File: src/rtl/srl_shift_column.sv
// One bit-slice of the FIFO storage: a LENGTH-deep shift register with a
// random-access tap. Position 0 holds the newest bit. It has no reset, so
// synthesis can map it onto SRL primitives.
module srl_shift_column #(
    parameter int LOG_DEP = 4
) (
    input  logic               clock,
    input  logic               shift_i,
    input  logic               bit_i,
    input  logic [LOG_DEP-1:0] addr_i,
    output logic               bit_o
);

    localparam int LENGTH = 1 << LOG_DEP;

    logic [LENGTH-1:0] srl_q;

    // Shift the new bit into position 0 whenever a write is accepted.
    always_ff @(posedge clock) begin
        if (shift_i) begin
            srl_q <= {srl_q[LENGTH-2:0], bit_i};
        end
    end

    assign bit_o = srl_q[addr_i];

endmodule

File: src/rtl/srl_fifo_stream.sv
// SRL-based first-word-fall-through FIFO with occupancy count, programmable
// almost-full/almost-empty flags, sticky overflow/underflow and a
// synchronous flush. Storage is WIDTH instances of srl_shift_column. The
// top level keeps only the count, the accept logic and the flag decode.
//
// Handshake: a word is popped on a rising edge where read=1 and empty=0.
// The popped word is the one shown on data_out during that cycle.
// A word is pushed on a rising edge where write=1 and either full=0 or a
// pop happens on the same edge. A request that is refused sets the matching
// sticky error flag, unless flush is high in that cycle. Flush and reset
// both override read and write.
module srl_fifo_stream #(
    parameter int WIDTH    = 11,
    parameter int LOG_DEP  = 4,
    parameter int AF_LEVEL = (1 << LOG_DEP) - 2,
    parameter int AE_LEVEL = 1
) (
    input  logic               clock,
    input  logic               reset,
    input  logic [WIDTH-1:0]   data_in,
    input  logic               write,
    input  logic               read,
    input  logic               flush,
    input  logic               clear_err,
    output logic [WIDTH-1:0]   data_out,
    output logic               full,
    output logic               empty,
    output logic               almost_full,
    output logic               almost_empty,
    output logic [LOG_DEP:0]   count,
    output logic               overflow,
    output logic               underflow
);

    localparam int LENGTH = 1 << LOG_DEP;
    localparam int CW     = LOG_DEP + 1;

    localparam logic [CW-1:0] LEN_C = CW'(LENGTH);
    localparam logic [CW-1:0] AF_C  = CW'(AF_LEVEL);
    localparam logic [CW-1:0] AE_C  = CW'(AE_LEVEL);

    if (LOG_DEP < 1 || AF_LEVEL < 1 || AF_LEVEL > LENGTH ||
        AE_LEVEL < 0 || AE_LEVEL > LENGTH - 1) begin : g_bad_params
        $error("srl_fifo_stream: illegal LOG_DEP/AF_LEVEL/AE_LEVEL");
    end

    logic [CW-1:0]      count_q, count_d;
    logic               overflow_q, overflow_d;
    logic               underflow_q, underflow_d;
    logic               rd_ok, wr_ok;
    logic [LOG_DEP-1:0] rd_addr;
    logic [WIDTH-1:0]   rd_word;

    // The flags are decoded straight from the registered count.
    assign empty        = (count_q == '0);
    assign full         = (count_q == LEN_C);
    assign almost_full  = (count_q >= AF_C);
    assign almost_empty = (count_q <= AE_C);
    assign count        = count_q;
    assign overflow     = overflow_q;
    assign underflow    = underflow_q;

    // Acceptance uses the current count. A pop frees a slot, so a write
    // into a full FIFO is accepted in the same cycle.
    assign rd_ok = read & ~empty & ~flush & ~reset;
    assign wr_ok = write & (~full | rd_ok) & ~flush & ~reset;

    // The oldest word sits at index count-1. When count==LENGTH the low
    // bits are zero and wrap to LENGTH-1.
    assign rd_addr = count_q[LOG_DEP-1:0] - LOG_DEP'(1);

    for (genvar b = 0; b < WIDTH; b++) begin : g_col
        srl_shift_column #(
            .LOG_DEP (LOG_DEP)
        ) u_col (
            .clock   (clock),
            .shift_i (wr_ok),
            .bit_i   (data_in[b]),
            .addr_i  (rd_addr),
            .bit_o   (rd_word[b])
        );
    end

    assign data_out = empty ? '0 : rd_word;

    // Next occupancy and sticky error flags. A new error event wins over
    // clear_err in the same cycle.
    always_comb begin
        count_d     = count_q;
        overflow_d  = overflow_q & ~clear_err;
        underflow_d = underflow_q & ~clear_err;
        if (flush) begin
            count_d = '0;
        end else begin
            if (wr_ok && !rd_ok) begin
                count_d = count_q + CW'(1);
            end else if (rd_ok && !wr_ok) begin
                count_d = count_q - CW'(1);
            end
            if (write && !wr_ok) begin
                overflow_d = 1'b1;
            end
            if (read && !rd_ok) begin
                underflow_d = 1'b1;
            end
        end
    end

    // Count and error registers. Reset clears them and ignores any request.
    always_ff @(posedge clock) begin
        if (reset) begin
            count_q     <= '0;
            overflow_q  <= 1'b0;
            underflow_q <= 1'b0;
        end else begin
            count_q     <= count_d;
            overflow_q  <= overflow_d;
            underflow_q <= underflow_d;
        end
    end

endmodule

File: config.mk
export PLATFORM = sky130hd
export DESIGN_NAME = srl_fifo_stream
export DESIGN_NICKNAME = d
export VERILOG_FILES = /design/src/rtl/srl_shift_column.sv /design/src/rtl/srl_fifo_stream.sv
export SDC_FILE = /design/constraint.sdc
export NUM_CORES = 1
export LEC_CHECK = 0
export ABC_CLOCK_PERIOD_IN_PS = 13300
export BUFFER_PORTS_ARGS = -buffer_cell sky130_fd_sc_hd__buf_2
export CORE_ASPECT_RATIO = 1.75
export CORE_MARGIN = 3
export CORE_UTILIZATION = 57
export CTS_CLUSTER_DIAMETER = 200
export CTS_CLUSTER_SIZE = 10
export DETAILED_ROUTE_END_ITERATION = 8
export PLACE_DENSITY = 0.75
export SLEW_MARGIN = 20
export SYNTH_ARGS = -nofsm -noshare
export SYNTH_HDL_FRONTEND = slang
export SYNTH_SLANG_ARGS = --single-unit
File: constraint.sdc
create_clock -name clock -period 13.3 [get_ports clock]
set_input_delay 1.995 -clock clock [delete_from_list [all_inputs] [get_ports clock]]
set_output_delay 1.995 -clock clock [all_outputs]
set_load 0.02 [all_outputs]
# [Word level (Yosys, flattened, before mapping)]
# Index checks and enable logic that the tools add are counted.
[op_classes] bitwise_logic=14 eq_ne=1 n_reduce_logical=9 order_cmp=3 n_addsub=3 mux=29
[ops] operator="$bmux 1 s4" count=11
[ops] operator="$mux 1" count=15
[ops] operator="$mux 11" count=1
[ops] operator="$mux 5" count=2
[ops] operator="$and 1x1->1" count=8
[ops] operator="$add 5x1->5 const B" count=1
[ops] operator="$eq 5x5->1 const B" count=1
[ops] operator="$ge 5x4->1 const B" count=1
[ops] operator="$le 5x1->1 const B" count=1
[ops] operator="$logic_not 5->1" count=1
[ops] operator="$lt 4x5->1 const B" count=1
[ops] operator="$not 1->1" count=5
[ops] operator="$sub 5x1->5 const B" count=1
[ops] operator="$logic_and 1x1->1" count=4
[ops] operator="$sub 4x1->4 const B" count=1
[ops] operator="$logic_not 1->1" count=2
[ops] operator="$reduce_bool 2->1" count=1
[ops] operator="$reduce_or 2->1" count=1
[ops] operator="$or 1x1->1" count=1
[word_totals] ff_bits=183 out_inout_bits=22 in_bits=17 elab_cells=73

# [Depth between registers and ports, before layout]
# Gate-level depths: netlist of the first run.
[depth] depth_word=13 depth_mapped=14 depth_no_buf=9

# [By module]
# A second synthesis of the first run with hierarchy kept.
[unflattened] cells_unflattened=325 area_unflattened_um2=7415.9
[by_module_without_submodules] mod="srl_shift_column" cells_each=23 n_inst=11 seq_area_each_um2=480.5 area_each_um2=615.6
[by_module_without_submodules] mod="srl_fifo_stream" cells_each=72 n_inst=1 seq_area_each_um2=140.1 area_each_um2=644.4

# [Least setup slack after synthesis of the first run]
# OpenSTA, ideal clock, no wires.
[synth_path] path_kind="input -> register" start="input flush" end="register count_q[3], in the netlist count[3]" required_time_ns=13.185 setup_slack_ns=5.675 cell_stages=8 t_arrival_ns=7.511 n_path_buf=1 setup_time_ns=0.115 path_cell_list="nor2_1 > and3_1 > ha_1 > clkbuf_1 > nand4_1 > a21oi_2 > xnor2_1 > nor2_1"
[synth_between] elab_chain_cells=10 word_cells_on_any_way=14 classes_between="1 x mux; 7 x bitwise; 6 x reduce/logical"
[synth_lines] element="from (decl)" line_no="srl_fifo_stream.sv:23" rtl="input logic flush,"
[synth_lines] element="$not 1->1 (*)" line_no="srl_fifo_stream.sv:65, srl_fifo_stream.sv:66"
[synth_lines] element="$and 1x1->1 (2 in series)" line_no="srl_fifo_stream.sv:65" rtl="assign rd_ok = read & ~empty & ~flush & ~reset;"
[synth_lines] element="$or 1x1->1" line_no="srl_fifo_stream.sv:66" rtl="assign wr_ok = write & (~full | rd_ok) & ~flush & ~reset;"
[synth_lines] element="$and 1x1->1" line_no="srl_fifo_stream.sv:66"
[synth_lines] element="$and 1x1->1 (*) (2 in series)" line_no="srl_fifo_stream.sv:66"
[synth_lines] element="via g_col[0].u_col.shift_i" line_no="srl_shift_column.sv:8" rtl="input logic shift_i,"
[synth_lines] element="$logic_not 1->1" line_no="srl_fifo_stream.sv:97" rtl="end else if (rd_ok && !wr_ok) begin"
[synth_lines] element="$logic_and 1x1->1" line_no="srl_fifo_stream.sv:97"
[synth_lines] element="$reduce_bool 2->1 (no line)"
[synth_lines] element="to (signal assigned)" line_no="srl_fifo_stream.sv:116" rtl="count_q <= count_d;"
[synth_lines] element="to (decl)" line_no="srl_fifo_stream.sv:47" rtl="logic [CW-1:0] count_q, count_d;"
# Mark *: on every way through the listed nets, which the timed path passes. The rest lies on a longest branch.
# A chain may end at the register's enable or synchronous reset.

# [Worst setup path after layout of the first run]
[layout_path] start="register count_q[0], in the netlist count[0]" end="output data_out[2]"
[layout_between] elab_chain_cells=4 word_cells_on_any_way=5 classes_between="1 x add/sub; 3 x mux; 1 x reduce/logical"
[layout_lines] element="$sub 4x1->4" line_no="srl_fifo_stream.sv:70" rtl="assign rd_addr = count_q[LOG_DEP-1:0] - LOG_DEP'(1);"
[layout_lines] element="$bmux 1 s4" line_no="srl_shift_column.sv:25" rtl="assign bit_o = srl_q[addr_i];"
[layout_lines] element="$mux 1 (implied by the code)" line_no="srl_shift_column.sv:25"
[layout_lines] element="$mux 11 (*)" line_no="srl_fifo_stream.sv:84" rtl="assign data_out = empty ? '0 : rd_word;"
[layout_lines] element="to (decl)" line_no="srl_fifo_stream.sv:25" rtl="output logic [WIDTH-1:0] data_out,"
# Mark *: on every way between the ends. The rest lies on a longest branch, timed or not. The select of a mux whose other input is x is not followed.

==> results of run 1 <==
## cells in the final DEF (no fill, tap or decap), types with 2 or more instances in the layout
cell | synthesis | layout
edfxtp_1 | 176 | 176
mux4_2 | 38 | 38
buf_2 | 8 | 38
a21oi_1 | 18 | 18
clkbuf_16 | 0 | 17
mux2i_1 | 11 | 11
a222oi_1 | 11 | 11
nor2_1 | 8 | 8
mux4_1 | 6 | 6
dfxtp_1 | 7 | 6
nand2b_1 | 5 | 5
ha_1 | 6 | 5
inv_6 | 0 | 4
buf_4 | 1 | 4
inv_1 | 3 | 3
xor2_1 | 3 | 3
nand2_1 | 3 | 3
clkinv_4 | 0 | 3
clkinv_2 | 0 | 3
nand3b_1 | 2 | 2
or2_2 | 2 | 2
o21ai_0 | 3 | 2
nand4_1 | 2 | 2
xnor2_1 | 2 | 2
clkinvlp_4 | 0 | 2
## metal layers
layer | part of all wire | GRT usage
met5 | 0 | 0
met4 | 0.014 | 0.07122
met3 | 0.034 | 0.04354
met2 | 0.53 | 0.2850
met1 | 0.42 | 0.2437
## cell type report
class,instances,share of cell area
sequential,183,0.6687
inverter,3,0.001387
timing repair buffer,43,0.02851
tap,165,0.02543
clock buffer,18,0.05286
clock inverter,14,0.01541
multi-input combinational,134,0.2077
## Yosys cell counts, types with 2 or more instances
cell	number
mux4_2	38
ha_1	6
xnor2_1	2
edfxtp_1	176
mux2i_1	11
a21oi_1	18
buf_6	3
nor2_1	8
xor2_1	3
nand4_1	2
mux4_1	6
dfxtp_1	7
or2_2	2
buf_2	8
inv_1	3
nand2b_1	5
buf_12	2
o21ai_0	3
nand3b_1	2
clkbuf_1	6
a222oi_1	11
nand2_1	3
and3_1	2
## critical path: stages (launching register included)
cell and delay, ps:
dfxtp_4 950, inv_1 240, ha_2 510, buf_4 510, mux4_2 380, a222oi_1 360
a21oi_1 70, buf_2 180
## path summary, 6_finish.rpt
| kind | cells after the start | end |
|---|---|---|
| setup / recovery | 7 | data_out[2] |
| hold / removal | 0 | g_col[6].u_col.srl_q[10] |
| setup reg to reg | 6 | g_col[5].u_col.srl_q[15] |
| hold reg to reg | 0 | g_col[6].u_col.srl_q[10] |
## stage by stage
step / utilization / hold slack, ps
floorplan: - / 417.2
global placement: 0.6194 / 424.9
detailed placement: 0.6194 / 430.0
CTS: 0.6648 / 446.0
global route: 0.6654 / 452.1
finish: 0.6654 / 441.3
## power by group through the flow
stage	combinational [mW]	sequential [mW]	clock (mW)
after detailed placement	0.0776	0.668	0
after global placement	0.0766	0.666	0
after floorplan	0.0585	0.665	0
after global routing	0.0832	0.657	0.504
after CTS	0.0780	0.656	0.479
final	0.0775	0.655	0.468
## kinds of logic (layout without fill, tap and decap cells)
group | Yosys count | after routing | synth area share
adders and majority gates | 6 | 6 | 0.01035
muxes | 55 | 55 | 0.1549
xor gates and xnor gates | 5 | 5 | 0.006037
buffers and inverters | 23 | 78 | 0.02138
DFF | 183 | 183 | 0.7477
AOI/OAI and AO/OA | 35 | 35 | 0.03294
and+or+nand+nor | 33 | 33 | 0.02673
## sequential cells by signal, indices dropped and copies added (netlist names)
register	count
count	5
g_col.u_col.srl_q	176
overflow	1
underflow	1
==> results.py, run 1 <==
metrics = {
    "critical_path": {
        "r2r_slack_ps": 9540,
        "end_kind": "output pin",
        "required_ps": 11310,
        "worst-endpoint-arrival_ps": 3650,
        "critPathMaxFanout": 52,
        "crit_start": "count[0]",
        "crit_type": "flip-flop to output pin",
        "r2r-start": "count[0]",
        "start_kind": "flip-flop",
    },
    "timing": {
        "clock_skew_ps": 8.747,
        "max_clock_freq_ghz": 0.1771,
        "fin_ws_ps": 7655,
        "period_share": 0.4244,
        "finalHoldViolCount": 0,
        "setup_violations": 0,
        "drv_slew": 0,
        "rsz0062_at_grt": "no",
        "min_period_ps": 5645,
        "tns_ps": 0,
        "slew_headroom": 0.3524,
        "worst_pin_slew_ps": 971.4,
    },
    "die": {
        "die_h_um": 155.3,
        "fp.dieW_um": 91.29,
        "initial_utilization": 0.5946,
        "rows": 53,
        "boundaryPins": 39,
        "core_um2": 12200,
        "die-area_um2": 14170,
    },
    "synth": {
        "synth_edf_count": 176,
        "ys_types": 36,
        "async_flop_share": 0,
        "synth_nets": 363,
        "synth_top_cell_by_area": "edfxtp_1",
        "synth-seq-area-share": 0.7477,
        "syn_area_per_cell_um2": 21.34,
        "synthTopCellsByArea": "edfxtp_1 (73%), mux4_2 (12%), mux4_1 (2.2%)",
        "ys_warn_count": 0,
        "synth_seq_cells": 183,
        "synth_flop_cell": "edfxtp_1",
        "syn_inst": 340,
        "yosys.area.top_type_share": 0.7284,
        "syn_area_um2": 7256,
    },
    "place": {
        "placed_area_um2": 7557,
        "dp_hpwl_um": 6916,
        "pre_cts_ws_ps": 7967,
        "dpl.cell_count": 528,
        "gp_congestion": 0.7539,
        "portBuffers": 38,
    },
    "grt": {
        "grt_pass1_wl_um": 19440,
        "overflow": 0,
        "track_usage": 0.1796,
        "antenna_found_initial": 0,
        "grt_max_degree": 99,
        "grt_pass1_vias": 3590,
    },
    "flow_run": {
        "cap_violations": 0,
    },
    "pwr": {
        "p_leak_nw": 2.688,
        "switchingPower_mw": 0.2635,
        "cellPowerDensity_nw_per_um2": 147.9,
        "internal-power_mw": 0.9373,
        "switching_share": 0.2194,
        "vdd_ir_drop_max_uv": 107.3,
        "clkPwrFrac": 0.390,
        "fin_total_pwr_mw": 1.201,
        "comb_power_share": 0.065,
        "pwr-share-seq": 0.546,
    },
    "finish": {
        "layout-drive-gt1-share": 0.3038,
        "multi_input_area_um2": 1687,
        "area_delta_synth_final_pct": 11.90,
        "stdcell_count": 560,
        "nFillCells": 833,
        "design_area_um2": 8119,
        "fin_nets": 405,
        "diodes": 0,
        "seq_area_um2": 5429,
    },
    "min_path": {
        "hp-class": "flip-flop to flip-flop",
        "hold_start": "g_col[6].u_col.srl_q[9]",
    },
    "cts": {
        "htreeDepth": 4,
        "cts_made_buffers": 17,
        "clkTransAtPathRegs_ps": 70,
        "hold_buffers": 0,
        "root_buffer": "clkbuf_16",
        "post_cts_resized": 0,
        "cts_tree": "done",
        "clockBufferDepth": 2,
        "cts.sinks": 183,
        "clock_latency_ps": 420,
        "post_cts_buffers": 0,
    },
    "detailed_routing": {
        "first_pass_iters": 5,
        "ant_nets": 0,
        "drcViolationCount": 0,
        "drtIter0Drc": 430,
        "wl_um": 11670,
        "viasPerCell": 6.093,
        "num_vias": 3412,
        "wire_per_inst_um": 20.84,
    },
    "status": {
        "outcome": "complete, no violations",
    },
}
(Power assumes the default switching activity.)
==> run 2, diff against run 1 <==
--- a/config.mk
+++ b/config.mk
@@ -5,15 +5,16 @@
 export SDC_FILE = /design/constraint.sdc
 export NUM_CORES = 1
 export LEC_CHECK = 0
-export ABC_CLOCK_PERIOD_IN_PS = 13300
+export ABC_AREA = 1
+export ABC_CLOCK_PERIOD_IN_PS = 5000
 export BUFFER_PORTS_ARGS = -buffer_cell sky130_fd_sc_hd__buf_2
 export CORE_ASPECT_RATIO = 1.75
 export CORE_MARGIN = 3
-export CORE_UTILIZATION = 57
+export CORE_UTILIZATION = 55
 export CTS_CLUSTER_DIAMETER = 200
 export CTS_CLUSTER_SIZE = 10
 export DETAILED_ROUTE_END_ITERATION = 8
-export PLACE_DENSITY = 0.75
+export PLACE_DENSITY = 0.76
 export SLEW_MARGIN = 20
 export SYNTH_ARGS = -nofsm -noshare
 export SYNTH_HDL_FRONTEND = slang
==> constraint.sdc (replaced) <==
create_clock -name clock -period 5 [get_ports clock]
set_input_delay 0.75 -clock clock [delete_from_list [all_inputs] [get_ports clock]]
set_output_delay 0.75 -clock clock [all_outputs]
set_load 0.02 [all_outputs]
==> results.py, run 2 <==
metrics = {
    "cts": {
        "post_cts_resized": 0,
        "cts_tree": "done",
        "root_buffer": "clkbuf_16",
        "hold_buffers": 0,
        "clock_latency_ps": 420,
        "clockBufferDepth": 2,
        "htreeDepth": 4,
        "post_cts_buffers": 0,
        "cts.sinks": 183,
        "clkTransAtPathRegs_ps": 70,
        "cts_made_buffers": 17,
    },
    "synth": {
        "synth_top_cell_by_area": "edfxtp_1",
        "synth_seq_cells": 183,
        "synth_edf_count": 176,
        "ys_types": 22,
        "async_flop_share": 0,
        "synthTopCellsByArea": "edfxtp_1 (70%), nand2_1 (11%), nand3_1 (9.2%)",
        "syn_area_per_cell_um2": 11.43,
        "yosys.area.top_type_share": 0.6953,
        "synth_flop_cell": "edfxtp_1",
        "synth-seq-area-share": 0.7137,
        "ys_warn_count": 0,
        "syn_inst": 665,
        "synth_commonest_cells": "nand2_1 (221), edfxtp_1 (176), nand3_1 (140)",
        "yosysMostFrequentCell": "nand2_1",
        "synth_nets": 688,
        "syn_area_um2": 7601,
    },
    "detailed_routing": {
        "wire_per_inst_um": 16.35,
        "first_pass_iters": 6,
        "viasPerCell": 5.582,
        "num_vias": 4901,
        "drcViolationCount": 0,
        "wl_um": 14350,
        "drtIter0Drc": 498,
        "ant_nets": 0,
    },
    "critical_path": {
        "r2r-start": "count[1]",
        "critPathMaxFanout": 34,
        "critical_path.cell_chain": "inv_1 > ha_1 > nand2_1 > nand2_2 > inv_2 > nand3_1 > nand3_1 > nand2_1 > nor2_1 > buf_2",
        "end_kind": "output pin",
        "slowest_stage": "nand2_2",
        "slowest_delay_ps": 460,
        "worst-endpoint-arrival_ps": 2930,
        "crit_start": "count[1]",
        "required_ps": 4250,
        "critPathBufInv": 3,
        "start_kind": "flip-flop",
        "crit_type": "flip-flop to output pin",
        "cp_top_family": "simple AND/OR/NAND/NOR gates",
    },
    "place": {
        "gp_congestion": 0.8221,
        "portBuffers": 38,
        "dp_hpwl_um": 7961,
        "dpl.cell_count": 846,
    },
    "grt": {
        "overflow": 0,
        "antenna_found_initial": 0,
        "grt_pass1_wl_um": 23830,
        "track_usage": 0.2014,
        "grt_pass1_vias": 4763,
        "grt_max_degree": 109,
    },
    "finish": {
        "final_cell_mix": "nand2_1 (221), edfxtp_1 (176), nand3_1 (140), nor2_1 (39), buf_2 (38)",
        "layout_commonest_cell": "nand2_1",
        "diodes": 0,
        "largest_reg_flops": 176,
        "top_register": "g_col.u_col.srl_q",
        "layout-drive-gt1-share": 0.1179,
        "stdcell_count": 878,
        "fin_nets": 714,
        "area_delta_synth_final_pct": 10.78,
        "nFillCells": 1053,
    },
    "timing": {
        "drv_slew": 0,
        "slew_headroom": 0.3520,
        "rsz0062_at_grt": "no",
        "max_clock_freq_ghz": 0.2719,
        "finalHoldViolCount": 0,
        "worst_pin_slew_ps": 972.0,
        "setup_violations": 0,
        "tns_ps": 0,
        "min_period_ps": 3677,
        "clock_skew_ps": 8.495,
        "period_share": 0.7354,
    },
    "min_path": {
        "hp-class": "flip-flop to flip-flop",
        "hold_start": "g_col[3].u_col.srl_q[1]",
    },
    "flow_run": {
        "cap_violations": 0,
    },
    "pwr": {
        "cellPowerDensity_nw_per_um2": 386.9,
        "vdd_ir_drop_max_uv": 341.4,
        "p_leak_nw": 3.167,
    },
    "die": {
        "initial_utilization": 0.5650,
        "die_h_um": 161.5,
        "fp.dieW_um": 94.87,
        "rows": 56,
        "die-area_um2": 15320,
        "boundaryPins": 39,
        "core_um2": 13450,
    },
    "status": {
        "outcome": "complete, no violations",
    },
}
run 2: worst reg2reg max path: stages, from the launching register on:
cell,delay (ps)
dfxtp_1,360
inv_1,190
ha_1,200
nand3_1,150
o21ai_2,240
clkinvlp_4,690
ha_1,590
inv_1,120
nand4_1,100
o21ai_0,130
nand3_1,140
nand2_1,80
nor2_1,40
run 2: metrics by stage:
step	instance area [um2]	setup slack (ps)	hold slack, ps	total power [mW]	util
finish	8421	1323	445.6	3.258	0.6259
global route	8421	1090	455.1	3.379	0.6259
CTS	8421	1300	445.1	3.282	0.6259
detailed placement	7838	1758	431.7	1.997	0.5826
global placement	7838	1858	429.7	1.987	0.5826
floorplan	7614	25.42	426.8	1.935	-
run 2: kinds of logic after synthesis:
| kind of cell | after synthesis | synth area share |
|---|---|---|
| simple gates | 404 | 0.2239 |
| flops | 183 | 0.7137 |
| buf+inv | 55 | 0.04000 |
| compound gates | 16 | 0.01136 |
| fa+ha+maj | 6 | 0.009876 |
| xor+xnor | 1 | 0.001152 |
run 2: layout make-up:
class,instances,area (um2),share of cell area
Clock buffer,24,524.3,0.06226
Clock inverter,8,58.81,0.006984
Inverter,19,77.57,0.009212
Multi-Input combinational cell,427,1876,0.2227
Sequential cell,183,5426,0.6444
Tap cell,174,217.7,0.02585
Timing Repair Buffer,43,240.2,0.02853
run 2: per-layer routing:
metal	up-vias	GRT usage	wire length, um
li1	2352	-	-
met1	2341	0.2678	5935
met2	181	0.3167	7308
met3	27	0.05685	816
met4	0	0.07359	291
met5	-	0	0
run 2: power by group:
part	internal [mW]	switching, mW	leakage, nW	total, mW
Sequential	1.72	0.0196	1.67	1.74
Combinational	0.0651	0.164	1.20	0.229
Clock	0.741	0.552	0.292	1.29
Total	2.52	0.735	3.17	3.26
run 2: path summary, 6_finish.rpt:
path / to / slack [ps] / depth (start not counted)
setup / recovery: data_out[0] / 1320 / 10
hold / removal: g_col[3].u_col.srl_q[2] / 450 / 0
setup reg to reg: count[4] / 1870 / 12
hold reg to reg: g_col[3].u_col.srl_q[2] / 450 / 0
